$ cat src/rtl/bram_arb_pkg.sv
// Shared constants for the BRAM port arbiter slice.
package bram_arb_pkg;

    localparam int unsigned DEF_DATA_WIDTH = 32;
    localparam int unsigned DEF_ADDR_WIDTH = 12;

    // Port identifiers; also the encoding of the round-robin history bit.
    typedef enum logic {
        PORT_A = 1'b0,
        PORT_B = 1'b1
    } port_id_e;

endpackage : bram_arb_pkg

$ cat src/rtl/bram_port_arbiter_if.sv
// Requester handshakes plus BRAM pins of the shared-BRAM arbiter.
interface bram_port_arbiter_if
    import bram_arb_pkg::*;
#(
    parameter int unsigned DATA_WIDTH = DEF_DATA_WIDTH,
    parameter int unsigned ADDR_WIDTH = DEF_ADDR_WIDTH
);

    // Port A: instruction fetch, read-only
    logic                  a_req_valid;
    logic                  a_req_ready;
    logic [ADDR_WIDTH-1:0] a_req_addr;
    logic                  a_rsp_valid;
    logic                  a_rsp_ready;
    logic [DATA_WIDTH-1:0] a_rsp_data;

    // Port B: load/store
    logic                  b_req_valid;
    logic                  b_req_ready;
    logic                  b_req_we;
    logic [ADDR_WIDTH-1:0] b_req_addr;
    logic [DATA_WIDTH-1:0] b_req_wdata;
    logic                  b_rsp_valid;
    logic                  b_rsp_ready;
    logic [DATA_WIDTH-1:0] b_rsp_data;

    // BRAM pins
    logic [ADDR_WIDTH-1:0] bram_rd_addr;
    logic [ADDR_WIDTH-1:0] bram_wr_addr;
    logic [DATA_WIDTH-1:0] bram_di;
    logic                  bram_we;
    logic                  bram_re;
    logic [DATA_WIDTH-1:0] bram_do;
    logic                  bram_do_valid;

    // Arbiter side
    modport slave (
        input  a_req_valid, a_req_addr, a_rsp_ready,
        input  b_req_valid, b_req_we, b_req_addr, b_req_wdata, b_rsp_ready,
        input  bram_do, bram_do_valid,
        output a_req_ready, a_rsp_valid, a_rsp_data,
        output b_req_ready, b_rsp_valid, b_rsp_data,
        output bram_rd_addr, bram_wr_addr, bram_di, bram_we, bram_re
    );

    // Requesters and BRAM side
    modport master (
        output a_req_valid, a_req_addr, a_rsp_ready,
        output b_req_valid, b_req_we, b_req_addr, b_req_wdata, b_rsp_ready,
        output bram_do, bram_do_valid,
        input  a_req_ready, a_rsp_valid, a_rsp_data,
        input  b_req_ready, b_rsp_valid, b_rsp_data,
        input  bram_rd_addr, bram_wr_addr, bram_di, bram_we, bram_re
    );

endinterface : bram_port_arbiter_if

$ cat src/rtl/bram_rsp_slot.sv
// One-entry read-response register with bypass-on-drain free indication.
module bram_rsp_slot
    import bram_arb_pkg::*;
#(
    parameter int unsigned DATA_WIDTH = DEF_DATA_WIDTH
) (
    input  logic                  clk,
    input  logic                  rst_n,
    input  logic                  load,
    input  logic [DATA_WIDTH-1:0] load_data,
    input  logic                  rsp_ready,
    output logic                  rsp_valid,
    output logic [DATA_WIDTH-1:0] rsp_data,
    output logic                  slot_free_c
);

    // Slot can take new data if empty or being drained this cycle.
    assign slot_free_c = !rsp_valid || rsp_ready;

    // Load wins over drain so a same-cycle drain+refill stays valid.
    always_ff @(posedge clk or negedge rst_n) begin
        if (!rst_n) begin
            rsp_valid <= 1'b0;
            rsp_data  <= '0;
        end else if (load) begin
            rsp_valid <= 1'b1;
            rsp_data  <= load_data;
        end else if (rsp_ready) begin
            rsp_valid <= 1'b0;
        end
    end

endmodule : bram_rsp_slot

$ cat src/rtl/bram_port_arbiter.sv
// Round-robin arbiter sharing one BRAM between fetch (A) and load/store (B).
module bram_port_arbiter
    import bram_arb_pkg::*;
#(
    parameter int unsigned DATA_WIDTH = DEF_DATA_WIDTH,
    parameter int unsigned ADDR_WIDTH = DEF_ADDR_WIDTH
) (
    input  logic                CLK,
    input  logic                RST_N,
    bram_port_arbiter_if.slave  bus
);

    port_id_e              last_grant;
    logic                  slot_free_a;
    logic                  slot_free_b;
    logic                  elig_a;
    logic                  elig_b;
    logic                  grant_a;
    logic                  grant_b;
    logic                  load_a;
    logic                  load_b;
    logic                  a_rsp_valid;
    logic                  b_rsp_valid;
    logic [DATA_WIDTH-1:0] a_rsp_data;
    logic [DATA_WIDTH-1:0] b_rsp_data;
    logic [ADDR_WIDTH-1:0] rd_addr_c;

    // Eligibility and single-winner grant; ties go to the port not served last.
    always_comb begin
        elig_a  = bus.a_req_valid && slot_free_a;
        elig_b  = bus.b_req_valid && (bus.b_req_we || slot_free_b);
        grant_a = 1'b0;
        grant_b = 1'b0;
        if (elig_a && elig_b) begin
            if (last_grant == PORT_A) begin
                grant_b = 1'b1;
            end else begin
                grant_a = 1'b1;
            end
        end else begin
            grant_a = elig_a;
            grant_b = elig_b;
        end
    end

    // Round-robin history; reset to B so A wins the first contention.
    always_ff @(posedge CLK or negedge RST_N) begin
        if (!RST_N) begin
            last_grant <= PORT_B;
        end else if (grant_a) begin
            last_grant <= PORT_A;
        end else if (grant_b) begin
            last_grant <= PORT_B;
        end
    end

    // Read address follows the winner; idle cycles present A's address.
    assign rd_addr_c = grant_b ? bus.b_req_addr : bus.a_req_addr;

    assign bus.a_req_ready  = grant_a;
    assign bus.b_req_ready  = grant_b;
    assign bus.bram_rd_addr = rd_addr_c;
    assign bus.bram_wr_addr = bus.b_req_addr;
    assign bus.bram_di      = bus.b_req_wdata;
    assign bus.bram_we      = grant_b && bus.b_req_we;
    assign bus.bram_re      = grant_a || (grant_b && !bus.b_req_we);

    // BRAM output is captured at the posedge closing the grant cycle.
    assign load_a = grant_a && bus.bram_do_valid;
    assign load_b = grant_b && !bus.b_req_we && bus.bram_do_valid;

    bram_rsp_slot #(
        .DATA_WIDTH (DATA_WIDTH)
    ) u_slot_a (
        .clk         (CLK),
        .rst_n       (RST_N),
        .load        (load_a),
        .load_data   (bus.bram_do),
        .rsp_ready   (bus.a_rsp_ready),
        .rsp_valid   (a_rsp_valid),
        .rsp_data    (a_rsp_data),
        .slot_free_c (slot_free_a)
    );

    bram_rsp_slot #(
        .DATA_WIDTH (DATA_WIDTH)
    ) u_slot_b (
        .clk         (CLK),
        .rst_n       (RST_N),
        .load        (load_b),
        .load_data   (bus.bram_do),
        .rsp_ready   (bus.b_rsp_ready),
        .rsp_valid   (b_rsp_valid),
        .rsp_data    (b_rsp_data),
        .slot_free_c (slot_free_b)
    );

    assign bus.a_rsp_valid = a_rsp_valid;
    assign bus.a_rsp_data  = a_rsp_data;
    assign bus.b_rsp_valid = b_rsp_valid;
    assign bus.b_rsp_data  = b_rsp_data;

endmodule : bram_port_arbiter
$ cat src/flat_wrapper.sv
// flat-port wrapper written by rule: the top's interface ports become plain ports
module bram_port_arbiter_flat import bram_arb_pkg::*;
#(
    parameter int unsigned DATA_WIDTH = DEF_DATA_WIDTH,
    parameter int unsigned ADDR_WIDTH = DEF_ADDR_WIDTH
)
  (CLK, RST_N, bus_a_req_valid, bus_a_req_addr, bus_a_rsp_ready, bus_b_req_valid, bus_b_req_we, bus_b_req_addr, bus_b_req_wdata, bus_b_rsp_ready, bus_bram_do, bus_bram_do_valid, bus_a_req_ready, bus_a_rsp_valid, bus_a_rsp_data, bus_b_req_ready, bus_b_rsp_valid, bus_b_rsp_data, bus_bram_rd_addr, bus_bram_wr_addr, bus_bram_di, bus_bram_we, bus_bram_re);
  bram_port_arbiter_if #(.DATA_WIDTH(DATA_WIDTH), .ADDR_WIDTH(ADDR_WIDTH)) bus_i ();
  input  logic CLK;
  input  logic RST_N;
  input wire logic [$bits(bus_i.a_req_valid)-1:0] bus_a_req_valid;
  input wire logic [$bits(bus_i.a_req_addr)-1:0] bus_a_req_addr;
  input wire logic [$bits(bus_i.a_rsp_ready)-1:0] bus_a_rsp_ready;
  input wire logic [$bits(bus_i.b_req_valid)-1:0] bus_b_req_valid;
  input wire logic [$bits(bus_i.b_req_we)-1:0] bus_b_req_we;
  input wire logic [$bits(bus_i.b_req_addr)-1:0] bus_b_req_addr;
  input wire logic [$bits(bus_i.b_req_wdata)-1:0] bus_b_req_wdata;
  input wire logic [$bits(bus_i.b_rsp_ready)-1:0] bus_b_rsp_ready;
  input wire logic [$bits(bus_i.bram_do)-1:0] bus_bram_do;
  input wire logic [$bits(bus_i.bram_do_valid)-1:0] bus_bram_do_valid;
  output wire logic [$bits(bus_i.a_req_ready)-1:0] bus_a_req_ready;
  output wire logic [$bits(bus_i.a_rsp_valid)-1:0] bus_a_rsp_valid;
  output wire logic [$bits(bus_i.a_rsp_data)-1:0] bus_a_rsp_data;
  output wire logic [$bits(bus_i.b_req_ready)-1:0] bus_b_req_ready;
  output wire logic [$bits(bus_i.b_rsp_valid)-1:0] bus_b_rsp_valid;
  output wire logic [$bits(bus_i.b_rsp_data)-1:0] bus_b_rsp_data;
  output wire logic [$bits(bus_i.bram_rd_addr)-1:0] bus_bram_rd_addr;
  output wire logic [$bits(bus_i.bram_wr_addr)-1:0] bus_bram_wr_addr;
  output wire logic [$bits(bus_i.bram_di)-1:0] bus_bram_di;
  output wire logic [$bits(bus_i.bram_we)-1:0] bus_bram_we;
  output wire logic [$bits(bus_i.bram_re)-1:0] bus_bram_re;
  assign bus_i.a_req_valid = bus_a_req_valid;
  assign bus_i.a_req_addr = bus_a_req_addr;
  assign bus_i.a_rsp_ready = bus_a_rsp_ready;
  assign bus_i.b_req_valid = bus_b_req_valid;
  assign bus_i.b_req_we = bus_b_req_we;
  assign bus_i.b_req_addr = bus_b_req_addr;
  assign bus_i.b_req_wdata = bus_b_req_wdata;
  assign bus_i.b_rsp_ready = bus_b_rsp_ready;
  assign bus_i.bram_do = bus_bram_do;
  assign bus_i.bram_do_valid = bus_bram_do_valid;
  assign bus_a_req_ready = bus_i.a_req_ready;
  assign bus_a_rsp_valid = bus_i.a_rsp_valid;
  assign bus_a_rsp_data = bus_i.a_rsp_data;
  assign bus_b_req_ready = bus_i.b_req_ready;
  assign bus_b_rsp_valid = bus_i.b_rsp_valid;
  assign bus_b_rsp_data = bus_i.b_rsp_data;
  assign bus_bram_rd_addr = bus_i.bram_rd_addr;
  assign bus_bram_wr_addr = bus_i.bram_wr_addr;
  assign bus_bram_di = bus_i.bram_di;
  assign bus_bram_we = bus_i.bram_we;
  assign bus_bram_re = bus_i.bram_re;
  bram_port_arbiter #(.DATA_WIDTH(DATA_WIDTH), .ADDR_WIDTH(ADDR_WIDTH)) u_core (.CLK(CLK), .RST_N(RST_N), .bus(bus_i));
endmodule
$ cat config.mk
export PLATFORM = sky130hd
export DESIGN_NAME = bram_port_arbiter_flat
export DESIGN_NICKNAME = d
export VERILOG_FILES = /design/src/rtl/bram_arb_pkg.sv /design/src/rtl/bram_port_arbiter_if.sv /design/src/rtl/bram_rsp_slot.sv /design/src/rtl/bram_port_arbiter.sv /design/src/flat_wrapper.sv
export SDC_FILE = /design/constraint.sdc
export NUM_CORES = 1
export LEC_CHECK = 0
export CORE_UTILIZATION = 32
export DETAILED_ROUTE_END_ITERATION = 12
export PLACE_DENSITY = 0.77
export SLEW_MARGIN = 20
export SYNTH_ARGS = -nofsm -noshare
export SYNTH_HDL_FRONTEND = slang
export SYNTH_SLANG_ARGS = --single-unit
$ cat constraint.sdc
create_clock -name CLK -period 1.55 [get_ports CLK]
set_input_delay 0.2325 -clock CLK [delete_from_list [all_inputs] [get_ports CLK]]
set_output_delay 0.2325 -clock CLK [all_outputs]
set_load 0.02 [all_outputs]
# Yosys cells after proc, flatten, opt, wreduce, memory -nomap -nowiden
# Cells that the tools add are included.
dict set report classes {
  n_reduce_logical 17
  muxes 11
}
# operator n
set op_table {}
lappend op_table {{$mux W12} 1}
lappend op_table {{$mux W1} 10}
lappend op_table {{$logic_and A1 B1 Y1} 7}
lappend op_table {{$reduce_bool A2 Y1} 3}
lappend op_table {{$logic_or A1 B1 Y1} 4}
lappend op_table {{$logic_not A1 Y1} 3}
dict set report totals {
  regBits 67
  out_inout_bits 126
  elab_cells 33
  in_bits 96
}

# Depth between registers and ports, before layout
# Gate-level depths: netlist (run 1).
dict set report depth {
  ltp_word 9
  mapped_depth 4
  ltp_nobuf 3
}

# By module
# A second synthesis (run 1) with hierarchy kept.
dict set report hier_totals {
  hier_cells 212
  area_unflattened_um2 3377.0
}
# module cells_each n_inst seq_area_each_um2 area_per_inst_um2
set modules_own_cells {}
lappend modules_own_cells {bram_rsp_slot 71 2 825.8 1378.8}
lappend modules_own_cells {bram_port_arbiter 70 1 26.3 619.3}

# Least setup slack after synthesis (run 1)
# No wires, ideal clock.
dict set report synth_timing {
  path_kind {flip-flop to output port}
  startpoint {register u_core.u_slot_a.rsp_valid}
  endpoint {output port bus_bram_rd_addr[10]}
  path_slack_ns -0.203
  path_stages_with_launch 5
  t_arrival_ns 1.520
  path_buffers 1
  required_ns 1.317
  path_cell_list {dfrtp_1 -> and2b_1 -> o221ai_2 -> buf_4 -> mux2_2}
}
dict set report synth_between {
  elab_chain_cells 6
}
# item line
set synth_lines {}
lappend synth_lines {{start, declared} bram_rsp_slot.sv:12} ;# output logic rsp_valid,
lappend synth_lines {{start signal, assigned} bram_rsp_slot.sv:23} ;# rsp_valid <= 1'b0;
lappend synth_lines {{start signal, assigned} bram_rsp_slot.sv:26} ;# rsp_valid <= 1'b1;
lappend synth_lines {{start signal, assigned} bram_rsp_slot.sv:29} ;# rsp_valid <= 1'b0;
lappend synth_lines {{$logic_not A1 Y1} bram_rsp_slot.sv:18} ;# assign slot_free_c = !rsp_valid || rsp_ready;
lappend synth_lines {{$logic_or A1 B1 Y1} bram_rsp_slot.sv:18}
lappend synth_lines {{$logic_and A1 B1 Y1} bram_port_arbiter.sv:30} ;# elig_a = bus.a_req_valid && slot_free_a;
lappend synth_lines {{$logic_and A1 B1 Y1} bram_port_arbiter.sv:34} ;# if (elig_a && elig_b) begin
lappend synth_lines {{$mux W1} bram_port_arbiter.sv:34}
lappend synth_lines {{$mux W12} bram_port_arbiter.sv:58} ;# assign rd_addr_c = grant_b ? bus.b_req_addr : bus.a_req_addr;
lappend synth_lines {{end, declared} flat_wrapper.sv:27} ;# output wire logic [$bits(bus_i.bram_rd_addr)-1:0] bus_bram_rd_addr;
# No other way between the ends.

# Final worst setup path (run 1)
dict set report layout_timing {
  startpoint {register u_core.last_grant}
  endpoint {output port bus_bram_rd_addr[7]}
}
dict set report layout_between {
  elab_chain_cells 3
}
# item line
set layout_lines {}
lappend layout_lines {{start, declared} bram_port_arbiter.sv:13} ;# port_id_e last_grant;
lappend layout_lines {{start signal, assigned} bram_port_arbiter.sv:49} ;# last_grant <= PORT_B;
lappend layout_lines {{start signal, assigned} bram_port_arbiter.sv:51} ;# last_grant <= PORT_A;
lappend layout_lines {{start signal, assigned} bram_port_arbiter.sv:53} ;# last_grant <= PORT_B;
lappend layout_lines {{$mux W1} bram_port_arbiter.sv:35} ;# if (last_grant == PORT_A) begin
lappend layout_lines {{$mux W1} bram_port_arbiter.sv:34}
lappend layout_lines {{$mux W12} bram_port_arbiter.sv:58}
# No other way between the ends.

==> results_dict.tcl, run 1 <==
set metrics [dict create \
    outcome "finished, violations left" \
    violations "setup timing" \
    crit_chain "nand2_4 > o221ai_4 > buf_6 > mux2_4 > buf_6" \
    synth_area_mm2 0.00323 \
    clk_latency_ps 340 \
    synth_mux_area_frac 0.299 \
    p_per_area_mw_per_mm2 1270 \
    cts_tree "done" \
    drc_errors 0 \
    worst_slew_pin_slew_ps 359 \
    num_rows 36 \
    synth-compound-area-share 0.0298 \
    wl_per_cell_um 18.3 \
    vias_per_cell 4.44 \
    place.gp.congestion 0.722 \
    drive_gt1_frac 0.425 \
    synth-adder-area-share 0 \
    num_antenna_cells 0 \
    layout_min_cycle_time_ps 2050 \
    timing.slew.headroom 0.761 \
    core_mm2 0.00977 \
    synth.ff_latch_count 67 \
    crit_path_frequent_cell "buf_6" \
    synthesis.nets 314 \
    initial_core_util 0.331 \
    worst_ep_arrival_time_ps 1820 \
    layout_commonest_cell "mux2_4" \
    htree_levels 3 \
    fin_nets 472 \
    die_y_um 103 \
    dpl_cell_area_mm2 0.00492 \
    die_area_mm2 0.0105 \
    cp_slowest_cell "dfstp_2" \
    seq_area_frac_synth 0.519 \
    io_buffers 157 \
    cts_sinks 67 \
    timing.final.ws_setup_ps -502 \
    worstPathRequired_ps 1320 \
    p_leak_nw 2.84 \
    final_cell_mix "76 x mux2_4, 67 x dlygate4sd2_1, 65 x dfrtp_1, 62 x clkdlybuf4s50_1, 29 x buf_6" \
    cts_buffer_depth 2 \
    ant_nets 0 \
    grtUsageTotal 0.171 \
    cts_made_buffers 9 \
    worstPathMaxFanout 6 \
    grt_max_degree 68 \
    die_w_um 103 \
    grt_pass1_wl_mm 13.2 \
    antenna_found_initial 1 \
    crit_type "flip-flop to primary output" \
    endpoint_kind "primary output" \
    clk_pin_slew_ps 90 \
    whs_ps 423 \
    fin_area_mm2 0.00551 \
    fin_util 0.564 \
    pre_cts_ws_ps -882 \
    synth_top_family_by_area "multiplexers" \
    firstDrtPassIters 4 \
    setup_viol 81 \
    drt_iter0_markers 47 \
    finClkSkew_ps 15.2 \
    ys_types 20 \
    min_path_type "input pin to async pin" \
    maxSlewViolCount 0 \
    drt-total-wl_mm 9.43 \
    yosysWarnings 0 \
    cp_top_family "flip-flops" \
    overflow 0 \
    synth-xor-area-share 0 \
    cp.buffers_inverters 2 \
    cts.root.buffer_cell "clkbuf_8" \
    fin_crit_sh 1.32 \
    rsz0062_at_grt "true" \
    cpPeakStageDelay_ps 580 \
    synth-simple-area-share 0.0244 \
    startpoint_type "flip-flop" \
    hpwl_mm 6.14 \
    routed-via-count 2280 \
    syn_avg_cell_area_um2 14.8 \
    pin_count 222 \
    syn_inst 218 \
    area_growth_pct 70.4 \
    ir_drop_v 0.000702 \
    timing.fmax_mhz 487 \
    grt_pass1_vias 2527 \
    hold_violations 0 \
    cap_viol_max_count 0 \
]
## synthesized netlist by cell type
cell type,number,area (um^2)
a21o_1,1,7.51
a31oi_1,1,6.26
buf_6,6,67.6
buf_4,45,338
o21ai_0,2,10.0
nand2_2,1,6.26
nand2b_1,3,18.8
mux2_4,30,450
and2b_1,2,15.0
o2111ai_4,2,52.6
nor2_1,3,11.3
inv_1,2,7.51
a21oi_1,1,5.00
mux2_1,13,146
dfstp_2,1,26.3
o221ai_2,1,15.0
nand2_1,4,15.0
dfrtp_1,66,1650
mux2_2,33,372
nor3b_2,1,12.5
## worst reg2reg max path, cell delays in order (launching register included)
cell and delay (ps):
dfstp_2 580, nand2_4 70, buf_4 140, buf_6 110, o2111ai_4 280, buf_12 190, buf_12 140, mux2_4 310
## layer usage
layer  wire (um)  global-route usage  vias up
li1            -                   -     1021
met1        3590               0.189     1138
met2        4970               0.307       97
met3         699              0.0529       22
met4         154              0.0615        2
met5          12                   0        -
## area by class of cell
class | instances | area (um^2)
fillers | 810 | 4260
repair buffers | 198 | 2080
flip-flops and latches | 67 | 1680
multi-input cells | 98 | 1370
well taps | 133 | 166
clock buffers | 9 | 124
clock inverters | 7 | 82.6
inverters | 2 | 7.51
## sequential cells by signal (all words and copies together), names as in the netlist
| signal | cells |
|---|---|
| u_core.last_grant | 1 |
| u_core.u_slot_a.rsp_data | 32 |
| u_core.u_slot_a.rsp_valid | 1 |
| u_core.u_slot_b.rsp_data | 32 |
| u_core.u_slot_b.rsp_valid | 1 |
## logic make-up (layout without fill, tap and decap cells)
group	after synthesis	after routing
buf+inv	53	216
simple gates	14	14
flops	67	67
compound gates	8	8
mux	76	76
## final timing paths
path | from | end | slack (ps) | cells past startpoint
max reg2reg | u_core.last_grant | u_core.u_slot_b.rsp_data[18] | -390 | 7
max | u_core.last_grant | bus_bram_rd_addr[7] | -500 | 5
max in group asynchronous | RST_N | u_core.last_grant | 810 | 3
min in group CLK | bus_b_req_wdata[0] | bus_bram_di[0] | 470 | 0
min | RST_N | u_core.u_slot_a.rsp_data[22] | 420 | 3
min reg2reg | u_core.u_slot_a.rsp_data[12] | u_core.u_slot_a.rsp_data[12] | 510 | 1
## per-stage QoR
| stage | total power (W) | setup TNS [ps] | cells |
|---|---|---|---|
| after floorplan | 0.00421 | -2980 | 218 |
| after global placement | 0.00554 | -42040 | 475 |
| after detailed placement | 0.00558 | -42600 | 475 |
| after CTS | 0.00703 | -25150 | 508 |
| after global routing | 0.00734 | -30140 | 514 |
| final | 0.00698 | -27440 | 514 |
## power by group
group | internal, W | leakage (nW) | switching (W)
sequential | 0.00223 | 0.791 | 0.000274
combinational | 0.00163 | 1.95 | 0.00132
clock | 0.000768 | 0.0984 | 0.000762
total | 0.00463 | 2.84 | 0.00235
## what timing repair did
action                     4_1_cts  5_1_grt
pin swaps                        2        5
resized for setup              185       38
hold endpoints to repair        66        0
setup buffers                   10        9
gates cloned                     6        2
setup endpoints to repair      146       92
hold buffers                     1        0
Note: power is estimated with default switching activity, not from simulation.
==> inputs of run 2 (changes only) <==
--- a/config.mk
+++ b/config.mk
@@ -7,6 +7,7 @@
 export LEC_CHECK = 0
 export CORE_UTILIZATION = 32
 export DETAILED_ROUTE_END_ITERATION = 12
+export GPL_ROUTABILITY_DRIVEN = 0
 export PLACE_DENSITY = 0.77
 export SLEW_MARGIN = 20
 export SYNTH_ARGS = -nofsm -noshare
==> results of run 2 <==
Same layout as run 1: the final DEF is identical, and so are final timing and power.
==> inputs of run 3 (changes only) <==
--- a/config.mk
+++ b/config.mk
@@ -9,7 +9,6 @@
 export DETAILED_ROUTE_END_ITERATION = 12
 export GPL_ROUTABILITY_DRIVEN = 0
 export PLACE_DENSITY = 0.77
-export SLEW_MARGIN = 20
 export SYNTH_ARGS = -nofsm -noshare
 export SYNTH_HDL_FRONTEND = slang
 export SYNTH_SLANG_ARGS = --single-unit
==> results of run 3 <==
Same layout as run 1: the final DEF is identical, and so are final timing and power.
